[src/rtl/uart_rx_frame.sv]
// UART receive framer: configurable data/parity/stop bits, 3-sample majority vote,
// parity/framing/break/overrun flags and a valid/ready word handshake.
module uart_rx_frame #(
  parameter int CLKS_PER_BIT = 5208,
  parameter int DATA_BITS    = 8,
  parameter int PARITY       = 0,
  parameter int STOP_BITS    = 1
) (
  input  logic                 clk,
  input  logic                 rst_n,
  input  logic                 UART_RXD,
  input  logic                 RX_READY,
  output logic [DATA_BITS-1:0] RX_DATA,
  output logic                 RX_VALID,
  output logic                 RX_DONE,
  output logic                 RX_PARITY_ERR,
  output logic                 RX_FRAME_ERR,
  output logic                 RX_BREAK,
  output logic                 RX_OVERRUN
);
  localparam int CW = $clog2(CLKS_PER_BIT);
  localparam int IW = $clog2(DATA_BITS);
  localparam int H  = CLKS_PER_BIT / 2;
  localparam logic [CW-1:0] CNT_LAST = CW'(CLKS_PER_BIT - 1);
  localparam logic [CW-1:0] CNT_HM1  = CW'(H - 1);
  localparam logic [CW-1:0] CNT_H    = CW'(H);
  localparam logic [CW-1:0] CNT_HP1  = CW'(H + 1);
  localparam logic [IW-1:0] IDX_LAST_D = IW'(DATA_BITS - 1);
  localparam logic [IW-1:0] IDX_LAST_S = IW'(STOP_BITS - 1);
  localparam logic          ODD_PAR    = (PARITY == 1);

  typedef enum logic [2:0] {
    IDLE      = 3'd0,
    START     = 3'd1,
    DATA      = 3'd2,
    PAR       = 3'd3,
    STOP      = 3'd4,
    WAIT_HIGH = 3'd5
  } state_e;

  state_e                 state_r, state_n;
  logic                   sync1_r, rxs_r;
  logic [CW-1:0]          cnt_r, cnt_n;
  logic [IW-1:0]          idx_r, idx_n;
  logic [1:0]             samp_r, samp_n;
  logic [DATA_BITS-1:0]   shift_r, shift_n;
  logic                   par_bit_r, par_bit_n;
  logic                   stop_err_r, stop_err_n;
  logic [DATA_BITS-1:0]   data_n;
  logic                   valid_n, done_n, perr_n, ferr_n, brk_n, ovr_n;
  logic                   vote_s, decide_s, last_s, complete_s;

  function automatic logic maj3(input logic a, input logic b, input logic c);
    return (a & b) | (a & c) | (b & c);
  endfunction

  assign vote_s   = maj3(samp_r[0], samp_r[1], rxs_r);
  assign decide_s = (cnt_r == CNT_HP1);
  assign last_s   = (cnt_r == CNT_LAST);

  // Next-state, sampling and output-update logic.
  always_comb begin
    state_n    = state_r;
    cnt_n      = (state_r == IDLE || last_s) ? {CW{1'b0}} : cnt_r + CW'(1);
    idx_n      = idx_r;
    samp_n     = samp_r;
    shift_n    = shift_r;
    par_bit_n  = par_bit_r;
    stop_err_n = stop_err_r;
    complete_s = 1'b0;
    data_n     = RX_DATA;
    valid_n    = RX_VALID;
    done_n     = 1'b0;
    perr_n     = RX_PARITY_ERR;
    ferr_n     = RX_FRAME_ERR;
    brk_n      = RX_BREAK;
    ovr_n      = RX_OVERRUN;

    if (cnt_r == CNT_HM1) begin
      samp_n[0] = rxs_r;
    end else if (cnt_r == CNT_H) begin
      samp_n[1] = rxs_r;
    end else begin
      samp_n = samp_r;
    end

    case (state_r)
      IDLE: begin
        if (!rxs_r) begin
          state_n    = START;
          idx_n      = {IW{1'b0}};
          stop_err_n = 1'b0;
        end else begin
          state_n = IDLE;
        end
      end
      START: begin
        if (decide_s && vote_s) begin
          state_n = IDLE;
          cnt_n   = {CW{1'b0}};
        end else if (last_s) begin
          state_n = DATA;
        end else begin
          state_n = START;
        end
      end
      DATA: begin
        if (decide_s) begin
          shift_n[idx_r] = vote_s;
        end else begin
          shift_n = shift_r;
        end
        if (last_s) begin
          if (idx_r == IDX_LAST_D) begin
            idx_n   = {IW{1'b0}};
            state_n = (PARITY != 0) ? PAR : STOP;
          end else begin
            idx_n = idx_r + IW'(1);
          end
        end else begin
          idx_n = idx_r;
        end
      end
      PAR: begin
        if (decide_s) begin
          par_bit_n = vote_s;
        end else begin
          par_bit_n = par_bit_r;
        end
        if (last_s) begin
          state_n = STOP;
        end else begin
          state_n = PAR;
        end
      end
      STOP: begin
        if (decide_s) begin
          stop_err_n = stop_err_r | ~vote_s;
          if (idx_r == IDX_LAST_S) begin
            complete_s = 1'b1;
            cnt_n      = {CW{1'b0}};
            state_n    = vote_s ? IDLE : WAIT_HIGH;
          end else begin
            state_n = STOP;
          end
        end else if (last_s) begin
          idx_n = idx_r + IW'(1);
        end else begin
          state_n = STOP;
        end
      end
      WAIT_HIGH: begin
        if (rxs_r) begin
          state_n = IDLE;
        end else begin
          state_n = WAIT_HIGH;
        end
      end
      default: begin
        state_n = IDLE;
        cnt_n   = {CW{1'b0}};
        idx_n   = {IW{1'b0}};
      end
    endcase

    // A completing frame wins over a plain acceptance; the new word replaces the old.
    if (complete_s) begin
      data_n  = shift_r;
      done_n  = 1'b1;
      valid_n = 1'b1;
      ferr_n  = stop_err_r | ~vote_s;
      brk_n   = ~(|shift_r) & ~par_bit_r & ~vote_s;
      if (PARITY != 0) begin
        perr_n = (^{shift_r, par_bit_r}) != ODD_PAR;
      end else begin
        perr_n = 1'b0;
      end
      if (RX_VALID && !RX_READY) begin
        ovr_n = 1'b1;
      end else if (RX_VALID && RX_READY) begin
        ovr_n = 1'b0;
      end else begin
        ovr_n = RX_OVERRUN;
      end
    end else if (RX_VALID && RX_READY) begin
      valid_n = 1'b0;
      ovr_n   = 1'b0;
    end else begin
      valid_n = RX_VALID;
    end
  end

  // Synchroniser, framer state and registered outputs.
  always_ff @(posedge clk or negedge rst_n) begin
    if (!rst_n) begin
      sync1_r       <= 1'b1;
      rxs_r         <= 1'b1;
      state_r       <= IDLE;
      cnt_r         <= {CW{1'b0}};
      idx_r         <= {IW{1'b0}};
      samp_r        <= 2'b11;
      shift_r       <= {DATA_BITS{1'b0}};
      par_bit_r     <= 1'b0;
      stop_err_r    <= 1'b0;
      RX_DATA       <= {DATA_BITS{1'b0}};
      RX_VALID      <= 1'b0;
      RX_DONE       <= 1'b0;
      RX_PARITY_ERR <= 1'b0;
      RX_FRAME_ERR  <= 1'b0;
      RX_BREAK      <= 1'b0;
      RX_OVERRUN    <= 1'b0;
    end else begin
      sync1_r       <= UART_RXD;
      rxs_r         <= sync1_r;
      state_r       <= state_n;
      cnt_r         <= cnt_n;
      idx_r         <= idx_n;
      samp_r        <= samp_n;
      shift_r       <= shift_n;
      par_bit_r     <= par_bit_n;
      stop_err_r    <= stop_err_n;
      RX_DATA       <= data_n;
      RX_VALID      <= valid_n;
      RX_DONE       <= done_n;
      RX_PARITY_ERR <= perr_n;
      RX_FRAME_ERR  <= ferr_n;
      RX_BREAK      <= brk_n;
      RX_OVERRUN    <= ovr_n;
    end
  end
endmodule

[config.mk]
export PLATFORM = sky130hd
export DESIGN_NAME = uart_rx_frame
export DESIGN_NICKNAME = d
export VERILOG_FILES = /design/src/rtl/uart_rx_frame.sv
export SDC_FILE = /design/constraint.sdc
export NUM_CORES = 1
export LEC_CHECK = 0
export BUFFER_PORTS_ARGS = -buffer_cell sky130_fd_sc_hd__buf_2
export CAP_MARGIN = 0
export CELL_PAD_IN_SITES_DETAIL_PLACEMENT = 1
export CELL_PAD_IN_SITES_GLOBAL_PLACEMENT = 2
export CORE_MARGIN = 3
export CORE_UTILIZATION = 41
export DETAILED_ROUTE_END_ITERATION = 6
export GPL_ROUTABILITY_DRIVEN = 0
export PLACE_DENSITY_LB_ADDON = 0.1
export SLEW_MARGIN = 10
export SYNTH_ARGS = -nofsm -noshare
export SYNTH_HDL_FRONTEND = slang
export SYNTH_SLANG_ARGS = --single-unit
[constraint.sdc]
create_clock -name clk -period 3.6 [get_ports clk]
set_input_delay 0.18 -clock clk [delete_from_list [all_inputs] [get_ports clk]]
set_output_delay 0.18 -clock clk [all_outputs]
set_load 0.005 [all_outputs]
* Word-level counts from Yosys, hierarchy flattened
Cells that the tools add are included.
** Storage, ports and cells
- Output and inout port bits :: 14
- Flip-flop bits (word level) :: 46
- Input bits :: 4
** Operators by class
- Reductions and logical operators :: 19
- Equal/unequal tests :: 17
- Muxes and demuxes :: 38
- Bitwise operators :: 13
- Add/subtract/negate cells :: 2
- Order comparisons :: 2
** Operators with widths (number)
- $mux 13 :: 4
- $eq 13x12->1 const B :: 3
- $mux 3 :: 13
- $pmux 13 s3 :: 1
- $pmux 3 s6 :: 1
- $add 13x1->13 const B :: 1
- $eq 13x13->1 const B :: 1
- $mux 1 :: 13
- $ne 2x2->1 const B :: 6
- $pmux 3 s4 :: 1
- $eq 3x3->1 const B :: 3
- $bwmux 8 :: 1
- $reduce_or 8->1 :: 1
- $eq 3x2->1 const B :: 2
- $logic_not 3->1 :: 2
- $reduce_and 2->1 :: 3
- $reduce_and 3->1 :: 2
- $and 1x1->1 :: 5
- $not 1->1 :: 5
- $reduce_and 5->1 :: 1
- $logic_and 1x1->1 :: 4
- $lt 3x4->1 const B :: 1
- $mux 2 :: 2
- $reduce_bool 2->1 :: 2
- 11 further kinds :: 13

* Logic depth before layout (Yosys ltp)
Gate-level depths: netlist (run 1).
- Word-level depth :: 7
- Depth in mapped cells :: 9

* Least setup slack after synthesis (run 1)
No wires, ideal clock.
- Path type :: reg-to-reg
- Start point :: reg cnt_r[4]
- End point :: reg cnt_r[10]
- Path buffers :: 1
- Period minus slack after synthesis :: 2378 ps
- Data arrival time :: 2250 ps
- Slack :: 1222 ps
- Stages on the path, launching flop included :: 7
- Setup time :: 128 ps
- Path through :: dfrtp_1 > or4b_4 > or4_4 > buf_6 > o41a_1 > o21ai_2 > nor2_1
** Between the ends
- Word-level cells in the longest chain between the ends :: 6
- Elaborated cells on any way between the ends :: 10
- Those cells by class :: 1 x add/sub; 2 x eq/ne; 5 x mux; 2 x reduce/logical
** Ends and longest elaborated chain
- start, declared :: RTL line 43 : logic [CW-1:0] cnt_r, cnt_n;
- start signal, assigned :: RTL line 199 : cnt_r <= {CW{1'b0}};
- start signal, assigned :: RTL line 216 : cnt_r <= cnt_n;
- parallel branches: the longest is 5 deep, another holds $add 13x1->13
- $pmux 13 s3 * :: RTL line 87 : case (state_r)
- net cnt_n[10] :: RTL line 43
Mark *: on every way through the listed nets, which the timed path passes.
A chain may end at the register's enable or synchronous reset.

* Final worst setup path (run 1)
- Start point :: reg cnt_r[4]
- End point :: reg RX_DATA[1]
** Between the ends
- Word-level cells in the longest chain between the ends :: 3
** Ends and longest elaborated chain
- $eq 13x12->1 :: RTL line 58 : assign decide_s = (cnt_r == CNT_HP1);
- $mux 1 :: RTL line 137 : if (decide_s) begin
- $mux 1 :: RTL line 87
- end signal, assigned :: RTL line 205 : RX_DATA <= {DATA_BITS{1'b0}};
- end signal, assigned :: RTL line 222 : RX_DATA <= data_n;
- end, declared :: RTL line 13 : output logic [DATA_BITS-1:0] RX_DATA,
Every way passes these cells.

==> results of run 1 <==
-- final cells by class --
cell class | count | share of cell area [%]
sequential | 46 | 44.9
multi-input combinational | 163 | 42.2
timing repair buffer | 18 | 3.79
tap | 70 | 3.40
clock buffer | 6 | 3.21
inverter | 9 | 1.31
clock inverter | 1 | 1.17
-- cell usage after synthesis (all sizes together) --
cell    number  share of area [%]
o31ai        1               0.32
nand3b       1               0.32
or3          3               0.81
nor4         4                1.1
and4b        1               0.43
o21ai       12                2.7
nand4        4                1.1
and2         1               0.27
nand3       16                3.4
xor2         6                2.3
or3b         1               0.38
a21o         2               0.64
xnor2        5                1.9
nor2b        1               0.27
a21oi        8                1.7
conb         1               0.16
nand2       13                2.1
or4          3                1.1
nor3        10                2.1
o31a         1               0.38
inv          9                1.4
buf          4                1.2
nand2b       6                1.6
a31oi        2               0.54
or4bb        1               0.48
dfrtp       42                 45
dfstp        4                4.5
a32o         1               0.43
o41a         1               0.48
clkbuf       7                1.1
o22ai        1               0.27
ha           6                3.2
or4b         1               0.59
nor2        24                4.0
and4         2               0.81
mux2        18                8.7
o211ai       1               0.32
a22oi        1               0.32
nor3b        1               0.32
o221ai       1               0.38
and3         2               0.59
-- cells by family (layout without fill, tap and decap cells) --
logic type / Yosys count / after routing / share of synthesized area (%)
and+or+nand+nor: 95 / 95 / 21.8
DFF: 46 / 46 / 49.6
AOI/OAI and AO/OA: 32 / 32 / 8.54
buffers and inverters: 20 / 34 / 3.81
muxes: 18 / 18 / 8.70
xor gates and xnor gates: 11 / 11 / 4.14
adders and majority gates: 6 / 6 / 3.22
other: 1 / 1 / 0.161
-- timing repair --
item / 4_1_cts / 5_1_grt
hold buffers: 1 / 0
hold endpoints to repair: 1 / 0
resized for setup: 0 / 0
-- worst max-delay path by stage --
stage	start	endpoint	slack, ns
after CTS	cnt_r[4]	RX_DATA[4]	0.94
final	cnt_r[4]	RX_DATA[1]	0.97
after detailed placement	cnt_r[4]	RX_DATA[3]	0.97
after global routing	cnt_r[4]	RX_DATA[5]	0.78
after global placement	cnt_r[4]	RX_DATA[4]	1.07
after floorplan	cnt_r[4]	cnt_r[10]	1.22
-- cell usage in the layout, fill, tap and decap left out, types with 2 or more instances in the layout --
| cell type | count |
|---|---|
| dfrtp_1 | 42 |
| nor2_1 | 23 |
| nand3_1 | 16 |
| mux2_2 | 16 |
| buf_2 | 16 |
| nand2_1 | 13 |
| nor3_1 | 10 |
| o21ai_0 | 10 |
| inv_1 | 9 |
| a21oi_1 | 8 |
| nand2b_1 | 6 |
| xor2_1 | 6 |
| ha_1 | 6 |
| clkbuf_8 | 6 |
| xnor2_1 | 5 |
| nand4_1 | 4 |
| nor4_1 | 4 |
| dfstp_2 | 4 |
| or3_1 | 3 |
| or4_1 | 2 |
| mux2_1 | 2 |
| a21o_1 | 2 |
| a31oi_1 | 2 |
-- power groups by stage --
stage               Combinational [mW]  Sequential, mW  Clock [mW]
floorplan                      0.00159           0.529           0
global placement                0.0122           0.530           0
detailed placement              0.0132           0.530           0
CTS                             0.0141           0.520       0.403
global route                    0.0158           0.520       0.426
finish                          0.0129           0.520       0.386
-- metrics by stage --
stage / setup WS (ns) / total power, mW
CTS: 0.939 / 0.937
floorplan: 1.22 / 0.531
finish: 0.966 / 0.919
detailed placement: 0.969 / 0.543
global placement: 1.07 / 0.542
global route: 0.782 / 0.961
-- flip-flops by register name (all words and copies together), names as in the netlist, named ones only --
name          cells
cnt_r            13
RX_DATA           8
shift_r           8
idx_r             3
state_r           3
samp_r            2
RX_BREAK          1
RX_DONE           1
RX_FRAME_ERR      1
RX_VALID          1
par_bit_r         1
rxs_r             1
stop_err_r        1
sync1_r           1
-- metal layers --
layer  vias up  wire length [um]  track usage [%]
li1        833                 -                -
met1       859              2590             26.7
met2        27              2460             28.2
met3         7               167             3.44
met4         0                56             4.90
met5         -                 0                0
==> results.md, run 1 <==
* Status: finished clean
* CP Max Fanout at 16
* Peak VDD IR at 0.000160 V
* Cell area after synthesis at approximately 0.0023 mm2
* Finished Layout Cells at 313
* Gr usage total at 18.4%
* CTS tree: yes
* Pleak at 1.15 nW
* End-of-flow core utilization at around half
* Core ar. at 0.00530 mm2
* Vias in the first global route at 1834
* Area occupied by multi-input gates at between 0.001 and 0.0015 mm2
* Inst Count DP at a little over 300
* Setup TNS at 0 ns
* Worst path required time at roughly 3.8 ns
* DP Area at 0.00245 mm2
* Tightest Pin Transition at 1.01 ns
* Die area at 0.00662 mm2
* Hold Vio Cnt, Final at 0
* Total Routed Length at 5.28 mm
* Final setup violation count at 0
* Hold WC Path Type: in2async
* Via count at 1726
* Mapped Nets at 239
* H-tree depth at 2
* Psw at 0.176 mW
* Antenna violations before repair at 0
* DRT iter0 DRCs at 90
* Post-CTS setup buffers at 0
* Pwr/cell area at 357 mW/mm2
* P&R area growth vs syn at 10.4%
* First drt pass iteration count at 4
* FF-to-FF setup slack at 0.97 ns
* # IOs at 18
* Comb pwr share at 1.4%
* Crit-path max cell delay at 0.69 ns
* Dpl hpwl at around 3.8 mm
* Seq cells post-synth at 46
* Syn Area/Cell at 10.2 um2
* Max Freq at 0.380 GHz
* Reg2reg start: cnt_r[4]
* Rows at 26
* Internal power at 0.743 mW
* Reg2reg end: RX_DATA[1]
* Synth Warn # at 0
* Sequential share of power at 56.6%
* Global-route wire length before repair at 9.31 mm
* WP data arrival at 2.81 ns
* Die Ht at 81.4 um
* Final Max Tran Viols at 0
* I/O Buffers at 16
* Crit Path Class: reg2reg
* Sink Count at 46
* Clk buf depth at 2
* Number of nets in the layout at ~250
* Hold_ws at 0.0458 ns
* Via density at 5.51
* R2r worst-path depth at 4
* Sw Ratio at 19.2%
* Gate Count Post-Synth at 229
* Starting Density at 43.9%
* CP Depth at 4
* CP delay by family, top: simple AND/OR/NAND/NOR gates
* Ant diodes at 0
* Fill cell count at 600
* Slowest stage cell, crit path: and4_1
* Relative max-transition margin at around 33%
* Minimum clock period at 2.63 ns
* Clk_skew at 0.0144 ns
* Root Driver: clkbuf_8
* Clock power frac at 42.0%
* Cell chain of the critical path: or4b_4 > nor3_1 > and4_1 > mux2_2
* Yosys cell types at 50
* Clock Latency Late Sink at 0.30 ns
* Nature of the critical path endpoint: register
* Final period util at about three quarters
* GRT overflow at 0
* Bufs and invs on worst path at 0
* Share of post-route cells with drive strength above 1 at 20.6%
* Largest net degree at the start of global routing at 47
* Final Instance Area at 0.00257 mm2
* Max-cap violation count at 0
* Drt drc at 0
* Die width at around 81 um
* Clock transition at path regs at 0.09 ns
* Wire per inst at 16.9 um
* Worst setup SP type: register
* RSZ-0062 raised after global routing: false
* Antenna Nets Post-Route at 0
* Cts bufs inserted at 5
* Post-synthesis sequential area ratio at around half
* Register Area at 0.00116 mm2
No activity file was read; power rests on OpenSTA's default activity.
==> run 2: changes to the inputs <==
Settings changed: CORE_UTILIZATION 41 to 35.
Clock period 3.6 ns to 2.3 ns, I/O delays scaled along.
==> run 2 against run 1 <==
The run now ends with negative setup slack left. Sequential cell count did not move. Sequential power rose by 56%. Hold slack improved by 0.20 ns. Critical path depth rose by 2. First-iteration DRC count fell by 13%. Combinational power rose by 92%. Worst setup slack got worse by 1.1 ns. Die area rose by 16%. Wire length rose by 2.9%. Non-clock buffer count rose by 24. Clock-buffer cell count fell by 1. Highest routed layer unchanged.
==> results.md, run 2 (synthesis results as in run 1) <==
* DP Area at 0.00263 mm2 (+7.3%)
* Rows at 29 (+12%)
* Share of post-route cells with drive strength above 1 at 27.2% (+6.7 points)
* P&R area growth vs syn at 18.8%
* Top flop regs: cnt_r: 13 flops, RX_DATA: 8 flops, shift_r: 8 flops
* Cts bufs inserted at 5 (unchanged)
* Number of nets in the layout at 277 (+9.5%)
* Hold WC Path Type: in2async
* Worst setup SP type: register
* Nature of the critical path endpoint: register
* Pwr/cell area at 485 mW/mm2 (+36%)
* Sink Count at 46 (unchanged)
* Crit-path max cell delay at 0.59 ns (-0.10 ns)
* Psw at 0.306 mW (+74%)
* Total Routed Length at 5.43 mm (+2.9%)
* Internal power at 1.04 mW (+39%)
* Clock transition at path regs at 0.09 ns (about the same)
* Most common cell after layout, fill and taps aside: dfrtp_1
* Starting Density at 36.5% (-7.5 points)
* Hold Vio Cnt, Final at 0 (unchanged)
* Minimum clock period at 2.38 ns (-0.250 ns)
* Peak VDD IR at 0.000215 V (+34%)
* Clock power frac at 37.6% (-4.4 points)
* Comb pwr share at 1.8% (+0.4 points)
* Root Driver: clkbuf_8
* Vias in the first global route at 1840 (+0.33%)
* Core ar. at 0.00639 mm2 (+20%)
* Final worst slack at -0.0845 ns (-1.05 ns)
* Sw Ratio at 22.8% (+3.7 points)
* Failing checks: negative setup slack
* Die width at 87.6 um (+7.6%)
* Final period util at 104% (+30 points)
* Max Freq at 0.419 GHz (+10%)
* Global-route wire length before repair at 9.18 mm (-1.4%)
* GRT overflow at 0 (unchanged)
* Max-cap violation count at 0 (unchanged)
* Max layer used: met4
* H-tree depth at 2 (unchanged)
* Clk_skew at 0.00580 ns (-0.00863 ns)
* Wire per inst at 15.7 um (-6.6%)
* Commonest non-fill, non-tap cells in the layout: dfrtp_1, nor2_1, buf_4
* Routed wire length on met3 at 119 um (-29%)
* DRT iter0 DRCs at 78 (-13%)
* Largest net degree at the start of global routing at 33 (-30%)
* Largest register FFs at 13 (unchanged)
* Pleak at 1.25 nW (+8.8%)
* I/O Buffers at 16 (unchanged)
* Ant diodes at 0 (unchanged)
* Most flops, register: cnt_r
* Via count at 1788 (+3.6%)
* Sequential share of power at 60.6% (+4.0 points)
* Status: finished with violations
* Met2 WL at 2.80 mm (+14%)
* Die area at 0.00767 mm2 (+16%)
* Via density at 5.18 (-6.0%)
* M1 wire length at 2.48 mm (-4.3%)
* Final Max Tran Viols at 0 (unchanged)
* Final Instance Area at 0.00277 mm2 (+7.6%)
* Worst path required time at 2.49 ns (-1.29 ns)
* Antenna violations before repair at 0 (unchanged)
* Gr usage total at 15.6% (-2.8 points)
* Final setup violation count at 10 (+10)
* Slowest stage cell, crit path: or4_4
* End-of-flow core utilization at 43.3% (-5.2 points)
* Crit Path Class: reg2reg
* Clk buf depth at 2 (unchanged)
* Clock Latency Late Sink at 0.30 ns (about the same)
* First drt pass iteration count at 4 (unchanged)
* Dpl hpwl at 4.15 mm (+8.2%)
* RSZ-0062 raised after global routing: true
* Antenna Nets Post-Route at 0 (unchanged)
* Cell chain of the critical path: or4b_4 > or4_4 > o41a_1 > o21ai_2 > buf_6 > nor2_1
* WP data arrival at 2.58 ns (-0.23 ns)
* Drt drc at 0 (unchanged)
* Fill cell count at 716 (+19%)
* CTS tree: yes
* Die Ht at 87.6 um (+7.6%)
* CP Max Fanout at 7 (-9)
* # IOs at 18 (unchanged)
-- run 2: changes by cell type in the layout (fill, tap and decap cells not counted), sizes merged --
| cell | before | now |
|---|---|---|
| dlygate4sd3 | 1 | 3 |
| clkinvlp | 0 | 2 |
| buf | 17 | 39 |
| bufinv | 1 | 0 |
| inv | 9 | 10 |
| clkbuf | 6 | 5 |
-- run 2: timing repair --
action / CTS / global route
endpoints found under the hold margin: 12 / 0
resized for setup: 1 / 1
hold buffers: 3 / 0
setup buffers: 0 / 1
pin swaps: 1 / 1
endpoints found under the setup margin: 17 / 25
-- run 2: worst max-delay path, delay by kind of cell (launching register included) --
kind,cells,cell delay [ns]
simple gates,3,1.19
compound gates,2,0.54
buf+inv,1,0.14
flops,1,0.41
-- run 2: cell type report --
type	instances	area, um2	share of cell area [%]
Clock buffer	5	68.8	2.49
Clock inverter	3	23.8	0.859
Inverter	9	33.8	1.22
Multi-Input combinational cell	163	1090	39.4
Sequential cell	46	1160	41.8
Tap cell	77	96.3	3.48
Timing Repair Buffer	42	299	10.8
-- run 2: stage by stage --
stage	setup slack (ns)	std cells	TNS (ns)	hold slack, ns	power (mW)
after CTS	-0.0565	344	-0.667	0.253	1.38
after floorplan	-0.0776	229	-0.671	-0.181	0.831
final	-0.0845	345	-0.632	0.249	1.34
after global placement	-0.00263	333	-0.0112	0.0433	0.851
after detailed placement	-0.0536	333	-0.535	0.0451	0.851
after global routing	-0.156	345	-2.16	0.279	1.41
-- run 2: metal layers --
metal,track usage (%),vias up
li1,-,888
met1,19.7,880
met2,27.5,18
met3,2.82,2
met4,4.18,0
met5,0,-
-- run 2: power groups by stage --
stage / Combinational [mW] / Sequential, mW / Clock [mW]
detailed placement: 0.0226 / 0.829 / 0
global placement: 0.0224 / 0.829 / 0
finish: 0.0248 / 0.813 / 0.504
global route: 0.0294 / 0.814 / 0.570
CTS: 0.0265 / 0.813 / 0.536
floorplan: 0.00249 / 0.829 / 0
-- run 2: worst paths after layout --
check | end | startpoint | slack [ns] | cells after the start
max | cnt_r[6] | cnt_r[4] | -0.08 | 6
min | RX_FRAME_ERR | rst_n | 0.25 | 2
max reg2reg | cnt_r[6] | cnt_r[4] | -0.08 | 6
min reg2reg | rxs_r | sync1_r | 0.36 | 0
max in group asynchronous | cnt_r[8] | rst_n | 1.31 | 3
min in group clk | rxs_r | sync1_r | 0.36 | 0
